===== src/rtl/rv32i_types.sv =====
// Shared widths and the cacheline adapter state encoding for the mp3 top level.
package rv32i_types;

    localparam int unsigned LINE_BITS = 256;
    localparam int unsigned BEAT_BITS = 64;
    localparam int unsigned BEATS     = LINE_BITS / BEAT_BITS;

    typedef enum logic [2:0] {
        IDLE,
        RD_REQ,
        RD_BEAT,
        WR_BEAT,
        DONE
    } adapter_state_t;

endpackage


===== src/rtl/cacheline_adapter.sv =====
// Bridges the cache's 256-bit line port to the 64-bit burst memory: one read request
// plus four collected beats per fill, four consecutive write beats per write-back.
module cacheline_adapter
    import rv32i_types::*;
#(
    parameter int unsigned LINE_BITS = 256,
    parameter int unsigned BEAT_BITS = 64
) (
    input  logic                 clk,
    input  logic                 rst,
    input  logic [31:0]          dfp_addr,
    input  logic                 dfp_read,
    input  logic                 dfp_write,
    input  logic [LINE_BITS-1:0] dfp_wdata,
    output logic [LINE_BITS-1:0] dfp_rdata,
    output logic                 dfp_resp,
    output logic [31:0]          bmem_address,
    output logic                 bmem_read,
    output logic                 bmem_write,
    output logic [BEAT_BITS-1:0] bmem_wdata,
    input  logic [BEAT_BITS-1:0] bmem_rdata,
    input  logic                 bmem_resp
);

    localparam int unsigned N_BEATS   = LINE_BITS / BEAT_BITS;
    localparam logic [1:0]  LAST_BEAT = 2'(N_BEATS - 1);

    adapter_state_t         r_state;
    logic [1:0]             r_cnt;
    logic [LINE_BITS-1:0]   r_line;
    logic [LINE_BITS-1:0]   r_rdata;
    logic [31:0]            r_addr;
    logic                   r_dfp_resp;
    logic                   r_bmem_read;
    logic                   r_bmem_write;
    logic [BEAT_BITS-1:0]   r_bmem_wdata;
    logic [1:0]             w_cnt_next;
    logic [31:0]            w_aligned;

    assign w_cnt_next = r_cnt + 2'd1;
    assign w_aligned  = {dfp_addr[31:5], 5'b0};

    always_ff @(posedge clk) begin
        if (!rst) begin
            r_state      <= IDLE;
            r_cnt        <= '0;
            r_line       <= '0;
            r_rdata      <= '0;
            r_addr       <= '0;
            r_dfp_resp   <= 1'b0;
            r_bmem_read  <= 1'b0;
            r_bmem_write <= 1'b0;
            r_bmem_wdata <= '0;
        end else begin
            r_dfp_resp  <= 1'b0;
            r_bmem_read <= 1'b0;
            unique case (r_state)
                IDLE: begin
                    // Read has priority; a simultaneous write is dropped.
                    if (dfp_read) begin
                        r_addr      <= w_aligned;
                        r_bmem_read <= 1'b1;
                        r_state     <= RD_REQ;
                    end else if (dfp_write) begin
                        r_addr       <= w_aligned;
                        r_line       <= dfp_wdata;
                        r_bmem_write <= 1'b1;
                        r_bmem_wdata <= dfp_wdata[BEAT_BITS-1:0];
                        r_cnt        <= '0;
                        r_state      <= WR_BEAT;
                    end
                end
                RD_REQ: begin
                    r_cnt   <= '0;
                    r_state <= RD_BEAT;
                end
                RD_BEAT: begin
                    if (bmem_resp) begin
                        r_rdata[r_cnt*BEAT_BITS +: BEAT_BITS] <= bmem_rdata;
                        r_cnt <= w_cnt_next;
                        if (r_cnt == LAST_BEAT) begin
                            r_dfp_resp <= 1'b1;
                            r_state    <= DONE;
                        end
                    end
                end
                WR_BEAT: begin
                    // Next beat's data is staged so it is on the bus with the next write strobe.
                    if (r_cnt == LAST_BEAT) begin
                        r_bmem_write <= 1'b0;
                        r_dfp_resp   <= 1'b1;
                        r_state      <= DONE;
                    end else begin
                        r_cnt        <= w_cnt_next;
                        r_bmem_wdata <= r_line[w_cnt_next*BEAT_BITS +: BEAT_BITS];
                    end
                end
                DONE: begin
                    r_state <= IDLE;
                end
                default: begin
                    r_state <= IDLE;
                end
            endcase
        end
    end

    assign dfp_rdata    = r_rdata;
    assign dfp_resp     = r_dfp_resp;
    assign bmem_address = r_addr;
    assign bmem_read    = r_bmem_read;
    assign bmem_write   = r_bmem_write;
    assign bmem_wdata   = r_bmem_wdata;

endmodule

===== config.mk =====
export PLATFORM = sky130hd
export DESIGN_NAME = cacheline_adapter
export DESIGN_NICKNAME = d
export VERILOG_FILES = /design/src/rtl/rv32i_types.sv /design/src/rtl/cacheline_adapter.sv
export SDC_FILE = /design/constraint.sdc
export NUM_CORES = 1
export LEC_CHECK = 0
export BUFFER_PORTS_ARGS = -buffer_cell sky130_fd_sc_hd__buf_4
export CAP_MARGIN = 20
export CORE_AREA = 5 5 275 277
export CTS_CLUSTER_DIAMETER = 150
export DETAILED_ROUTE_END_ITERATION = 16
export DIE_AREA = 0 0 280 282
export SLEW_MARGIN = 20
export SYNTH_ARGS = -nofsm -noshare
export SYNTH_HDL_FRONTEND = slang
export SYNTH_SLANG_ARGS = --single-unit
export TNS_END_PERCENT = 5

===== constraint.sdc =====
create_clock -name clk -period 2.7 [get_ports clk]
set_input_delay 0.135 -clock clk [delete_from_list [all_inputs] [get_ports clk]]
set_output_delay 0.135 -clock clk [all_outputs]
set_load 0.05 [all_outputs]

Word-level counts from Yosys, hierarchy flattened. Index checks and enable logic that the tools add are counted.

Memories kept: 0. Latch bits: 0. Input bits: 357. Flip-flop bits (word level): 616. Output and inout port bits: 355. Word-level logic and storage cells: 62. Memory bits (writable): 0. Bits in read-only memories: 0.

Eq/ne operators: 10. Multiply operators: 0. Shift operators: 3. Muxes and demuxes: 25. Add/subtract/negate cells: 2. Reduce and logical (&&, ||, !) cells: 12. Order comparisons: 0. Bitwise logic cells: 1. Divide/modulo/power cells: 0.

Operators with widths (number): bitwise mux 256 bit (1); variable shift 64 x 34 -> 256 bit (first input constant) (1); variable part select 256 x 9 -> 64 bit (1); variable part select 64 x 34 -> 256 bit (1); two-way mux 64 bit (3); one-hot mux 64 bit (2 select lines) (1); two-way mux 32 bit (2); negation 8 -> 34 bit (1); two-way mux 3 bit (4); one-hot mux 3 bit (4 select lines) (1); inequality test 2 bit (second input constant) (5); two-way mux 2 bit (4); one-hot mux 2 bit (4 select lines) (1); AND reduction 2 bit (4); AND reduction 4 bit (2); == test 3 x 2 -> 1 bit (second input constant) (2); two-way mux 1 bit (6); AND reduction 5 bit (1); one-hot mux 1 bit (2 select lines) (2); nonzero test 2 bit (2); nonzero test 4 bit (1); == test 3 x 1 -> 1 bit (second input constant) (1); logical NOT 3 bit (1); inequality test 3 bit (second input constant) (1); other kinds (4) (4).

Longest topological paths before layout.
Depth in word-level cells: 4. Mapped depth: 9. Gate-level depth less buffers: 6.

Worst setup path before layout. OpenSTA, ideal clock, no wires.

Path kind: reg-to-reg. Start point: register r_cnt[0]. End point: register r_rdata[195], in the netlist dfp_rdata[195]. Stages on the path, launching flop included: 9. Path buffers: 3. Setup slack: 589 ps. Setup time: 76 ps. Data arrival time: 2035 ps. Data required time: 2624 ps. Period minus slack after synthesis: 2111 ps. Cells stage by stage: dfxtp_1 buf_2 inv_1 ha_1 buf_2 nor3_2 clkbuf_1 nand3_1 a21boi_0.

Word-level cells in the longest chain between the ends: 3. Elaborated cells between the ends (all ways): 4. Classes of those cells: add/sub: 1; shift: 2; mux: 1.

Ends and longest elaborated chain: from (decl) (RTL line cacheline_adapter.sv:29) `logic [1:0] r_cnt;`; from (signal assigned) (RTL line cacheline_adapter.sv:80) `r_cnt <= w_cnt_next;`; from (signal assigned) (RTL line cacheline_adapter.sv:94) `r_cnt <= w_cnt_next;`; negation 8 -> 34 bit (*) (RTL line cacheline_adapter.sv:79) `r_rdata[r_cnt*BEAT_BITS +: BEAT_BITS] <= bmem_rdata;`; variable part select 64 x 34 -> 256 bit or variable shift 64 x 34 -> 256 bit (tied branches) (RTL line cacheline_adapter.sv:79); bitwise mux 256 bit (*) (RTL line cacheline_adapter.sv:79); to (signal, indexed assignment) (RTL line cacheline_adapter.sv:79); to (decl) (RTL line cacheline_adapter.sv:31) `logic [LINE_BITS-1:0] r_rdata;`.

Mark *: on every way between the ends. The rest lies on a longest branch, timed or not. A chain may end at the register's enable or synchronous reset.

Final worst setup path.
Start point: register r_cnt[0]. End point: register r_bmem_wdata[27], in the netlist bmem_wdata[27].

Word-level cells in the longest chain between the ends: 4. Elaborated cells between the ends (all ways): 7. Classes of those cells: add/sub: 1; eq/ne: 2; shift: 1; mux: 2; reduce/logical: 1.

Ends and longest elaborated chain: adder 2 x 1 -> 2 bit (RTL line cacheline_adapter.sv:40) `assign w_cnt_next = r_cnt + 2'd1;`; variable part select 256 x 9 -> 64 bit (RTL line cacheline_adapter.sv:95) `r_bmem_wdata <= r_line[w_cnt_next*BEAT_BITS +: BEAT_BITS];`; two-way mux 64 bit (RTL line cacheline_adapter.sv:89) `if (r_cnt == LAST_BEAT) begin`; one-hot mux 64 bit (2 select lines) (RTL line cacheline_adapter.sv:57) `unique case (r_state)`; to (signal assigned) (RTL line cacheline_adapter.sv:68) `r_bmem_wdata <= dfp_wdata[BEAT_BITS-1:0];`; to (signal assigned) (RTL line cacheline_adapter.sv:95); to (decl) (RTL line cacheline_adapter.sv:36) `logic [BEAT_BITS-1:0] r_bmem_wdata;`.

Parallel ways exist; a longest one is shown, timed or not. The select of a mux whose other input is x is not followed.

==> key figures <==
Clock tree
  • CTS tree: yes
  • Clock buffer depth: 3
  • Cts repair resizes: 0
  • CTS buffer count: 70
  • Sink Count: roughly 610
  • Root Driver: clkbuf_16
  • CTS clock-pin slew for the worst setup and hold paths: ~0.060 ns
  • Htree depth: 3
  • Clk_lat worst skew: 0.60 ns

Global routing
  • Total global routing overflow: 0
  • Initial antenna violation count: 17
  • First-pass GRT wire length: about 140,000 um
  • GRT Resource Usage Total: 23.0%
  • Vias in the first global route: around 24,000
  • Largest net degree at the start of global routing: 115

Power
  • Internal: 16.2 mW
  • Sw frac: 27.5%
  • Sequential power share: 43.0%
  • Clock Power Share: about two fifths
  • Max VDD drop: 0.468 mV
  • Leak Pwr: 14.2 nW
  • Sw Pwr: 6.12 mW
  • Tot Pwr: 22.3 mW
  • Pwr/cell area: 606 nW/um2
  • Combinational group share of total power: 15.8%

Flow run
  • Max-Cap Viols: 0

Timing
  • Worst Max-Slew Pin Slew: 0.959 ns
  • RSZ-0062 raised after global routing: false
  • Relative slew slack: a little over a third
  • Slew Limit Fails: 0
  • Final period util: 91.3%
  • Fmax: 0.406 GHz
  • Post-Route Setup TNS: 0 ns
  • Hold Violations, Final: 0
  • Final min period: 2.46 ns
  • Clock Skew: 0.0233 ns
  • Final setup viols: 0

Final layout
  • P&R area growth vs syn: 48.0%
  • Fin nets: 4,153
  • Most frequent cells in the layout: nand2_1 (955), buf_4 (723), dfxtp_1 (610)
  • Final instance area: 36,800 um2
  • Commonest non-fill, non-tap cell in the layout: nand2_1
  • Share of layout cells above drive strength 1: 24.5%
  • Fill cell count: between 6,000 and 7,000

Critical path
  • Maximum net fanout on the critical path: 60
  • RR Startpoint: r_cnt[0]
  • Slowest cell on crit path: mux4_2
  • Critical Path RT: between 3 and 4 ns
  • CP delay by family, top: buffers and inverters
  • Worst Setup Start Kind: flop
  • Worst reg2reg setup slack: 0.24 ns
  • Crit Reg-Reg Endpoint: bmem_wdata[27]
  • Critical Path Sink Type: flop
  • CP Data Arrival Time: 2.95 ns
  • Crit-path cells: buf_4, buf_12, mux4_2, nand2_1, a31oi_1, dlygate4sd3_1
  • Sum of buffers and inverters on the critical path: 3
  • WS Path Type: reg -> reg
  • Reg2Reg Depth: 6
  • Critical Path Max Stage Delay: 0.57 ns

Die
  • Die width: 280 um
  • Placeable core area: 72,600 um2
  • Starting Density: 34.2%
  • # IOs: about 700
  • Row count: 99
  • Die H: around 280 um
  • Die area: 79,000 um2

Synthesis
  • Post-Syn Area per Cell: 8.67 um2
  • Largest area contributor in the netlist: dfxtp_1
  • Synth Cell Area: 24,800 um2
  • Yosys reg bits: 611
  • Seq/Total Area, Yosys: 49.2%
  • Most area-consuming cells after synthesis: dfxtp_1 (49%), a21boi_0 (16%), nand2_1 (14%)
  • Synth warn: 0
  • Ys flop type: dfxtp_1
  • Synth cell types: 36
  • Post-Synthesis Cells: around 2,900
  • Post-synth EDFFs: 0
  • Async SR Flop Fraction: 0%
  • Area share of the largest cell type after synthesis: 49.2%

Placed design
  • Buffers added on ports: 701
  • Detailed placement HPWL: 62,400 um
  • Placer Congestion: approximately 0.84
  • Placed cell area: 31,000 um2

Detailed routing
  • Via/cell ratio: approximately 5.0
  • Initial DRC count: 1,654
  • DR WL/cell: ~20 um
  • Via Count: 23,848
  • Post-route ant nets: 0
  • Routed wire length: just under 100,000 um
  • DRT Pass-1 Iters: 5
  • DRC violation count after routing: 0

Min path
  • Hold EP: r_line[157]
  • Hold_sp: rst
  • Hold crit path type: in -> reg
  • Hold Path Cell Cnt: 2

Outcome
  • Status: finished, final reports clean
[area by class of cell]
type / count / area, um2 / area share [%]
multi-input combinational: 1998 / 11500 / 31.4
tap: 959 / 1200 / 3.26
antenna: 18 / 45.0 / 0.122
inverter: 3 / 11.3 / 0.0306
sequential: 611 / 12200 / 33.3
clock inverter: 18 / 144 / 0.391
clock buffer: 101 / 2030 / 5.52
timing repair buffer: 1106 / 9580 / 26.0
[per-layer routing]
layer / vias up / track usage [%] / routed length (um)
met2: 808 / 38.2 / 46800
met3: 229 / 5.00 / 6260
met1: 11271 / 28.5 / 38400
li1: 11536 / - / -
met5: - / 0 / 24
met4: 4 / 11.3 / 4790
[cells in the mapped netlist, types with 3 or more instances]
master    count
nor3_2        3
ha_1          6
o21ai_1      57
buf_2        78
dfxtp_1     611
nand2_1     959
nand3_1     256
a21boi_1     20
clkbuf_1    161
buf_6         8
buf_1         5
mux4_2       64
a21oi_1       3
nand2b_1      3
inv_1         3
a21boi_0    521
and2_1        4
a31oi_1      64
buf_4         6
o21ai_0      11
nand3b_1      3
[kinds of logic after synthesis]
family | Yosys count | share of synthesized area (%)
DFF | 611 | 49.2
muxes | 64 | 5.80
other | 1 | 0.0151
adders and majority gates | 6 | 0.302
buffers and inverters | 261 | 4.67
and+or+nand+nor | 1243 | 20.5
AOI/OAI and AO/OA | 680 | 19.5
[how the worst max path moves through the flow]
stage,from,endpoint,slack (ns),cells past startpoint
6_report,r_cnt[0],bmem_wdata[27],0.24,6
5_1_grt,r_cnt[0],bmem_wdata[27],0.07,6
4_1_cts,r_cnt[1],bmem_wdata[27],0.07,7
3_5_place_dp,r_cnt[1],dfp_rdata[75],0.32,7
3_3_place_gp,r_cnt[0],dfp_rdata[250],0.38,6
2_1_floorplan,r_cnt[0],dfp_rdata[195],0.59,8
[power by group through the flow]
stage | registers (mW) | clock network [mW] | logic [mW]
final | 9.58 | 9.18 | 3.51
after detailed placement | 9.77 | 0 | 3.07
after global routing | 9.62 | 9.75 | 3.76
after floorplan | 10.3 | 0 | 1.20
after CTS | 9.58 | 9.42 | 3.53
after global placement | 9.76 | 0 | 3.07
[stage by stage]
step | setup WS [ns] | hold slack [ns] | std cells | util, %
after CTS | 0.0719 | 0.00275 | 4794 | 50.6
after global routing | 0.0685 | 0.0302 | 4809 | 50.7
final | 0.236 | 0.0229 | 4814 | 50.7
after floorplan | 0.589 | 0.270 | 2870 | -
after global placement | 0.380 | 0.384 | 4324 | 42.8
after detailed placement | 0.325 | 0.392 | 4324 | 42.8
[worst reg2reg max path: stages (launching register included)]
cell and delay (ns):
dfxtp_4 0.34, buf_4 0.26, buf_12 0.43, mux4_2 0.62
nand2_1 0.08, a31oi_1 0.08, dlygate4sd3_1 0.57
[flip-flops by register name, summed over array words and instances (netlist names)]
register and cells:
bmem_wdata 64, bmem_address 27, r_state 3, bmem_write 1
dfp_rdata 256, bmem_read 1, r_cnt 2, r_line 256
dfp_resp 1
[repair_timing]
item / in CTS / in global routing
hold buffers: 351 / 0
setup endpoints to repair: 0 / 1
hold endpoints to repair: 608 / 0
setup buffers: 0 / 2
(Power assumes the default switching activity.)
